==> src/rtl/up16_trace_buf.sv <==
// rtl/up16_trace_buf.sv - PC-triggered trace buffer for the up16 pipeline.
// Define UP16_TRACE_DEDUP_EN to drop repeated-PC (stall) samples during capture.
module up16_trace_buf #(
  parameter int ISIZE = 18,
  parameter int DSIZE = 16,
  parameter int DEPTH = 16
) (
  input  logic                        Clk,
  input  logic                        Rst,
  input  logic [DSIZE-1:0]            currPC,
  input  logic [ISIZE-1:0]            inst,
  input  logic [3:0]                  ALUstatus,
  input  logic                        arm,
  input  logic [DSIZE-1:0]            trig_PC,
  input  logic                        stop,
  input  logic                        rd_req,
  output logic                        rd_valid,
  output logic [4+ISIZE+DSIZE-1:0]    rd_data,
  output logic [$clog2(DEPTH):0]      count,
  output logic                        full,
  output logic                        empty,
  output logic [1:0]                  state
);

  localparam int AW = $clog2(DEPTH);
  localparam int W  = 4 + ISIZE + DSIZE;
  localparam logic [AW-1:0] PTR_ONE  = 1;
  localparam logic [AW:0]   CNT_ZERO = 0;
  localparam logic [AW:0]   CNT_LAST = DEPTH - 1;
  localparam logic [AW:0]   CNT_FULL = DEPTH;

  typedef enum logic [1:0] {
    IDLE    = 2'd0,
    ARMED   = 2'd1,
    CAPTURE = 2'd2,
    DONE    = 2'd3
  } state_t;

  state_t        state_q, state_d;
  logic [AW-1:0] wr_ptr_q, wr_ptr_d;
  logic [AW-1:0] rd_ptr_q, rd_ptr_d;
  logic [AW:0]   count_q, count_d;
  logic          rd_valid_q, rd_valid_d;
  logic [W-1:0]  rd_data_q, rd_data_d;
  logic [W-1:0]  mem [DEPTH];

  logic          wr_en;
  logic          rd_en;
  logic          arm_ok;
  logic          dup_pc;
  logic [W-1:0]  wr_data;

`ifdef UP16_TRACE_DEDUP_EN
  logic [DSIZE-1:0] last_pc_q, last_pc_d;

  // Every session starts with a write in ARMED, so last_pc_q is always
  // meaningful once CAPTURE is reached.
  assign dup_pc = (currPC == last_pc_q);

  always_comb begin
    last_pc_d = last_pc_q;
    if (wr_en) last_pc_d = currPC;
  end

  always_ff @(posedge Clk) begin
    if (Rst) last_pc_q <= '0;
    else     last_pc_q <= last_pc_d;
  end
`else
  assign dup_pc = 1'b0;
`endif

  assign wr_data = {ALUstatus, inst, currPC};

  always_comb begin
    state_d    = state_q;
    wr_ptr_d   = wr_ptr_q;
    rd_ptr_d   = rd_ptr_q;
    count_d    = count_q;
    rd_valid_d = 1'b0;
    rd_data_d  = rd_data_q;
    wr_en      = 1'b0;
    rd_en      = rd_req && (count_q != CNT_ZERO);
    arm_ok     = arm && ((state_q == IDLE) || (state_q == DONE));

    case (state_q)
      IDLE: begin
        if (arm) state_d = ARMED;
      end
      ARMED: begin
        if (currPC == trig_PC) begin
          wr_en   = 1'b1;
          state_d = CAPTURE;
        end
      end
      CAPTURE: begin
        if (stop) begin
          state_d = DONE;
        end else if (!dup_pc) begin
          wr_en = 1'b1;
          // Leaving on the filling write guarantees no entry is overwritten.
          if (!rd_en && (count_q == CNT_LAST)) state_d = DONE;
        end
      end
      DONE: begin
        if (arm)                        state_d = ARMED;
        else if (count_q == CNT_ZERO)   state_d = IDLE;
      end
      default: state_d = IDLE;
    endcase

    if (rd_en) begin
      rd_valid_d = 1'b1;
      rd_data_d  = mem[rd_ptr_q];
      rd_ptr_d   = rd_ptr_q + PTR_ONE;
    end
    if (wr_en) wr_ptr_d = wr_ptr_q + PTR_ONE;
    count_d = count_q + {{AW{1'b0}}, wr_en} - {{AW{1'b0}}, rd_en};

    // A new session discards whatever the previous one left behind.
    if (arm_ok) begin
      wr_ptr_d = '0;
      rd_ptr_d = '0;
      count_d  = CNT_ZERO;
    end
  end

  always_ff @(posedge Clk) begin
    if (Rst) begin
      state_q    <= IDLE;
      wr_ptr_q   <= '0;
      rd_ptr_q   <= '0;
      count_q    <= '0;
      rd_valid_q <= 1'b0;
      rd_data_q  <= '0;
    end else begin
      state_q    <= state_d;
      wr_ptr_q   <= wr_ptr_d;
      rd_ptr_q   <= rd_ptr_d;
      count_q    <= count_d;
      rd_valid_q <= rd_valid_d;
      rd_data_q  <= rd_data_d;
    end
  end

  always_ff @(posedge Clk) begin
    if (!Rst && wr_en) mem[wr_ptr_q] <= wr_data;
  end

  assign rd_valid = rd_valid_q;
  assign rd_data  = rd_data_q;
  assign count    = count_q;
  assign full     = (count_q == CNT_FULL);
  assign empty    = (count_q == CNT_ZERO);
  assign state    = state_q;

endmodule

==> config.mk <==
export PLATFORM = sky130hd
export DESIGN_NAME = up16_trace_buf
export DESIGN_NICKNAME = d
export VERILOG_FILES = /design/src/rtl/up16_trace_buf.sv
export SDC_FILE = /design/constraint.sdc
export NUM_CORES = 1
export LEC_CHECK = 0
export BUFFER_PORTS_ARGS = -buffer_cell sky130_fd_sc_hd__buf_2
export CORE_AREA = 10 10 216 218
export CTS_CLUSTER_SIZE = 8
export DETAILED_ROUTE_END_ITERATION = 10
export DIE_AREA = 0 0 226 228
export PLACE_DENSITY_LB_ADDON = 0.12
export SYNTH_ARGS = -nofsm -noshare
export SYNTH_HDL_FRONTEND = slang
export SYNTH_SLANG_ARGS = --single-unit
==> constraint.sdc <==
create_clock -name Clk -period 5.3 [get_ports Clk]
set_input_delay 0.265 -clock Clk [delete_from_list [all_inputs] [get_ports Clk]]
set_output_delay 0.265 -clock Clk [all_outputs]
set_load 0.05 [all_outputs]
Word-level counts from Yosys, hierarchy flattened
Memory sizes are Yosys's and may differ from the RTL's. A register that Yosys moved wholly into a read port is not among the register bits.
Cells that the tools add are included.
{"block": "totals", "word_cells": 45, "n_memories": 1, "ramBits": 608, "in_bits": 59, "reg_bits": 16}
{"block": "classes", "reduce_logical": 12, "n_mux": 13, "add_sub_neg": 4, "eq_ne": 10}
{"name": "mem", "depth": 16, "word_bits": 38, "rd": 1, "rd_ports_with_merged_regs": 1, "write_ports": 1, "line": "45", "rtl": "logic [W-1:0] mem [DEPTH];"}
{"operator": "16-bit equality test", "n": 1}
{"operator": "2-bit 2-to-1 mux", "n": 6}
{"operator": "4-bit by 1-bit adder with 4-bit output, second input constant", "n": 2}
{"operator": "2-bit case mux with 4 select lines", "n": 1}
{"operator": "3-bit inequality test, second input constant", "n": 2}
{"operator": "5-bit by 1-bit adder with 5-bit output", "n": 1}
{"operator": "5-bit by 4-bit equality test with 1-bit output, second input constant", "n": 1}
{"operator": "5-bit equality test, second input constant", "n": 1}
{"operator": "5-bit zero test", "n": 1}
{"operator": "1-bit 2-to-1 mux", "n": 5}
{"operator": "5-bit nonzero test", "n": 1}
{"operator": "5-bit by 1-bit subtractor with 5-bit output", "n": 1}
{"operator": "2-bit equality test, second input constant", "n": 2}
{"operator": "1-bit logical AND", "n": 4}
{"operator": "2-bit inequality test, second input constant", "n": 2}
{"operator": "4-bit AND reduction", "n": 1}
{"operator": "2-bit by 1-bit equality test with 1-bit output, second input constant", "n": 1}
{"operator": "1-bit zero test", "n": 2}
{"operator": "2-bit zero test", "n": 1}
{"operator": "1-bit case mux with 2 select lines", "n": 1}
{"operator": "2-bit OR reduction", "n": 1}
{"operator": "1-bit logical OR", "n": 1}

Logic depth before layout (Yosys ltp)
{"block": "depth", "word_depth": 7, "mapped_depth": 16, "depth_no_buf": 16}

Worst setup path after synthesis
No wires, ideal clock.
{"block": "synth_timing", "path_kind": "register -> register", "from": "register state_q[0], in the netlist state[0]", "to": "memory mem[3][0] (netlist bit) (enable)", "arrival_ps": 4697, "path_stages_with_launch": 7, "setup_slack_ps": 114, "setup_time_ps": 489, "n_path_buf": 1, "t_required_ps": 4811, "path_cell_list": "dfxtp_1 inv_1 ha_1 clkbuf_1 nand2b_1 or3_1 nor3b_1"}
{"block": "synth_via", "elab_chain_cells": 5}
{"item": "start, declared", "line": "39", "rtl": "state_t state_q, state_d;"}
{"item": "start signal, assigned", "line": "137", "rtl": "state_q <= state_d;"}
{"item": "2-bit equality test or 2-bit by 1-bit equality test with 1-bit output (tied branches)", "line": "86", "rtl": "case (state_q)"}
{"item": "1-bit case mux with 2 select lines (*)", "line": "86"}
{"item": "1-bit logical AND (*)", "line": "147", "rtl": "if (!Rst && wr_en) mem[wr_ptr_q] <= wr_data;"}
{"item": "1-bit 2-to-1 mux (*)", "line": "147"}
{"item": "1-bit 2-to-1 mux (not written as such) (*)", "line": "147"}
{"item": "end, declared", "line": "45"}
Every way passes the cells marked *; elsewhere a longest branch is shown, timed or not.

Worst setup path after layout
{"block": "layout_timing", "from": "register count_q[3], in the netlist count[3]", "to": "register count_q[4], in the netlist count[4]"}
{"block": "layout_via", "elab_chain_cells": 3}
{"item": "start, declared", "line": "42", "rtl": "logic [AW:0] count_q, count_d;"}
{"item": "start signal, assigned", "line": "140", "rtl": "count_q <= count_d;"}
{"item": "5-bit nonzero test", "line": "83", "rtl": "rd_en = rd_req && (count_q != CNT_ZERO);"}
{"item": "1-bit logical AND", "line": "83"}
{"item": "net rd_en", "line": "48", "rtl": "logic rd_en;"}
{"item": "5-bit by 1-bit subtractor with 5-bit output", "line": "118", "rtl": "count_d = count_q + {{AW{1'b0}}, wr_en} - {{AW{1'b0}}, rd_en};"}
The timed path passes the listed nets, and every way through them passes these cells.
A chain may end at the register's enable or synchronous reset.

==> metrics.txt <==
overall die width=around 230 µm; most numerous cell in the Yosys netlist=edfxtp_1; fraction of the core area covered by cells at the end of the flow=69.01%; worst rel slew slack=30.16%; Mapped Avg Cell Area=just over 20 µm²; overall overflow remaining after global route=0; share of the synthesized area in the top cell type=between 70 and 80%; share of final-layout standard cells stronger than drive strength 1=between 20% and 30%; weighted congestion reported at the end of routability-driven placement=just under 0.8; antenna violations before repair=2; number of library cell types mapped by synthesis=37; post-cts gate resize count=0; Tightest Hold Check Type=input port to register; dpl ws=about 1.6 ns; synth top area cells=edfxtp_1, mux4_2, dfxtp_1; Post-layout nets=1468; number of synthesized flops with an enable pin=about 600; unrepaired setup endpoints after global routing=false; H-tree depth reported by CTS=3; reg-to-reg critical path startpoint=count[3]; fin crit period=around 3.4 ns; worst setup path startpoint=count[3]; number of failing hold endpoints at the final stage=0; overall power=roughly 13 mW; Final Non-Filler Cells=about 2000; latest clock arrival within the worst-skew pair=between 0.6 and 0.7 ns; WP data required=a little under 6 ns; I/O pin total=roughly 110; post-synthesis instance area=around 25000 µm²; drt drc=0; Worst Tran Pin Value=1.048 ns; net count after synthesis=1295; Post-CTS Repair Setup Buffers=0; CTS Sinks=roughly 660; area of placed instances=between 20000 and 30000 µm²; Placement Rows=76; run status=finished clean; number of warnings printed during yosys synthesis=0; upper clock frequency limit=292.4 MHz; PnR worst setup slack=~1.9 ns; post-detailed-route via-to-cell ratio=6.339; aggregate routed wire length=57010 µm; number of detailed-routing iterations run before antenna repair=5; fillers=2700; Peak supply drop=between 0.3 and 0.4 mV; GRT Util Overall=a little under a quarter; setup violators final=0; sequential cell area=approximately 19000 µm²; share of flip-flops with an asynchronous set or reset after synthesis=0%; Max Root-Sink Buffers=3; Core Area=~43000 µm²; average wire per standard cell=around 28 µm; drt initial violations=approximately 1500; count of state elements after synthesis=around 660; Worst Skew=0.02520 ns; pwr dens=about 460 nW/µm²; total via count in the routed design=12755; area of the die=51530 µm²; max-cap violation count=0; largest fanout on the critical path=35; fin crit share=between 60% and 70%; starting density of the core=between 50 and 60%; first-pass GRT wire length=85060 µm; number of standard cells after synthesis=around 1200; clock root buffer=clkbuf_16; startpoint-to-endpoint class of the critical path=register to register; Worst setup EP type=register; library cell with the largest summed area after synthesis=edfxtp_1; sum of net half-perimeters after detailed placement=~29000 µm; number of buffers created by CTS=92; # port buffers=106; kind of start point of the critical path=register; hold path startpoint=inst[10]; via count of the first global-routing pass=between 10000 and 15000; vertical extent of the die=228 µm; multi-input combinational cell area=around 5600 µm²; post-placement cell count=between 1500 and 2000; sequential share of the synthesized area=approximately three quarters; maximum number of pins on one net before global-route repair=~90; leakage=about 9.4 nW; most used flip-flop cell after synthesis=edfxtp_1; count of nets left with antenna violations after detail routing=0; TritonCTS clock tree=built; post-route cell area=about 30000 µm²; hold-fix buffer count after cts=2; Reg clk slew, reported paths=about 0.050 ns; P&R area growth vs syn=16.43%; WHS=about 0.029 ns; top post-synthesis cells by count=edfxtp_1, mux4_2, a21oi_1; arrival time at the worst endpoint=slightly below 4 ns; number of slew-limit violations in the final report=0; final sum of negative setup slack=0 ns
[worst max-delay path, cell delays in order, from the launching register on]
cell	delay [ns]
dfxtp_1	0.34
inv_1	0.09
ha_1	0.15
or4b_1	0.53
nand2_4	0.43
inv_1	0.22
ha_1	0.34
inv_1	0.04
ha_1	0.19
inv_1	0.08
fa_1	0.21
inv_1	0.05
a21oi_1	0.13
nor2_1	0.06
or3_1	0.34
a21oi_1	0.13
[cell type report]
cell class	instances	area share [%]
Antenna cell	1	0.008531
Clock buffer	165	9.106
Clock inverter	3	0.1536
Inverter	15	0.1919
Multi-Input combinational cell	476	19.16
Sequential cell	662	65.95
Tap cell	546	2.329
Timing Repair Buffer	144	3.097
[state kept, by name, indices dropped and copies added, names as in the netlist]
| register | cells |
|---|---|
| count | 5 |
| mem | 608 |
| rd_data | 38 |
| rd_ptr_q | 4 |
| rd_valid | 1 |
| state | 2 |
| wr_ptr_q | 4 |
[kinds of logic (layout without fill, tap and decap cells)]
logic type	after synthesis	in the layout	share of synthesized area [%]
compound gates	170	170	4.231
fa+ha+maj	18	18	0.9237
simple gates	109	109	2.150
xor+xnor	22	22	0.7647
mux	157	157	13.79
flops	662	662	76.75
other cells	0	1	0
buf+inv	80	327	1.390
[placed cells by master, fill, tap and decap left out, types with 2 or more instances in the layout]
cell type and count:
a21o_1 2, a21oi_1 83, a22oi_1 76, buf_12 7
buf_2 106, buf_4 29, clkbuf_1 68, clkbuf_16 96
dfxtp_1 52, dfxtp_4 2, dlygate4sd3_1 2, edfxtp_1 608
ha_1 17, inv_1 15, mux2i_1 5, mux4_2 152
nand2_1 13, nand2b_1 4, nand3_1 5, nand4_1 6
nor2_1 50, nor2b_4 2, nor3b_2 16, o21ai_0 3
or3_1 2, xnor2_1 18, xor2_1 4
[power by group]
group | total, mW | switching (mW) | internal [mW]
clock network | 5.43 | 2.06 | 3.37
logic | 2.14 | 1.31 | 0.830
registers | 5.91 | 0.0893 | 5.82
total | 13.5 | 3.45 | 10.0
[routing by layer]
metal  vias up  part of all wire [%]  GRT usage, %
met3        89                   8.6         4.542
met1      6676                    39         31.34
met5         -                 0.012             0
met4         2                   1.8         6.333
met2       577                    50         35.99
li1       5411                     -             -
[final timing paths]
| kind | slack [ns] | cells past startpoint | to |
|---|---|---|---|
| setup reg to reg | 1.88 | 15 | count[4] |
| setup / recovery | 1.88 | 15 | count[4] |
| hold reg to reg | 0.48 | 2 | rd_data[18] |
| hold / removal | 0.03 | 1 | mem[4][26] |
(Power assumes the default switching activity.)
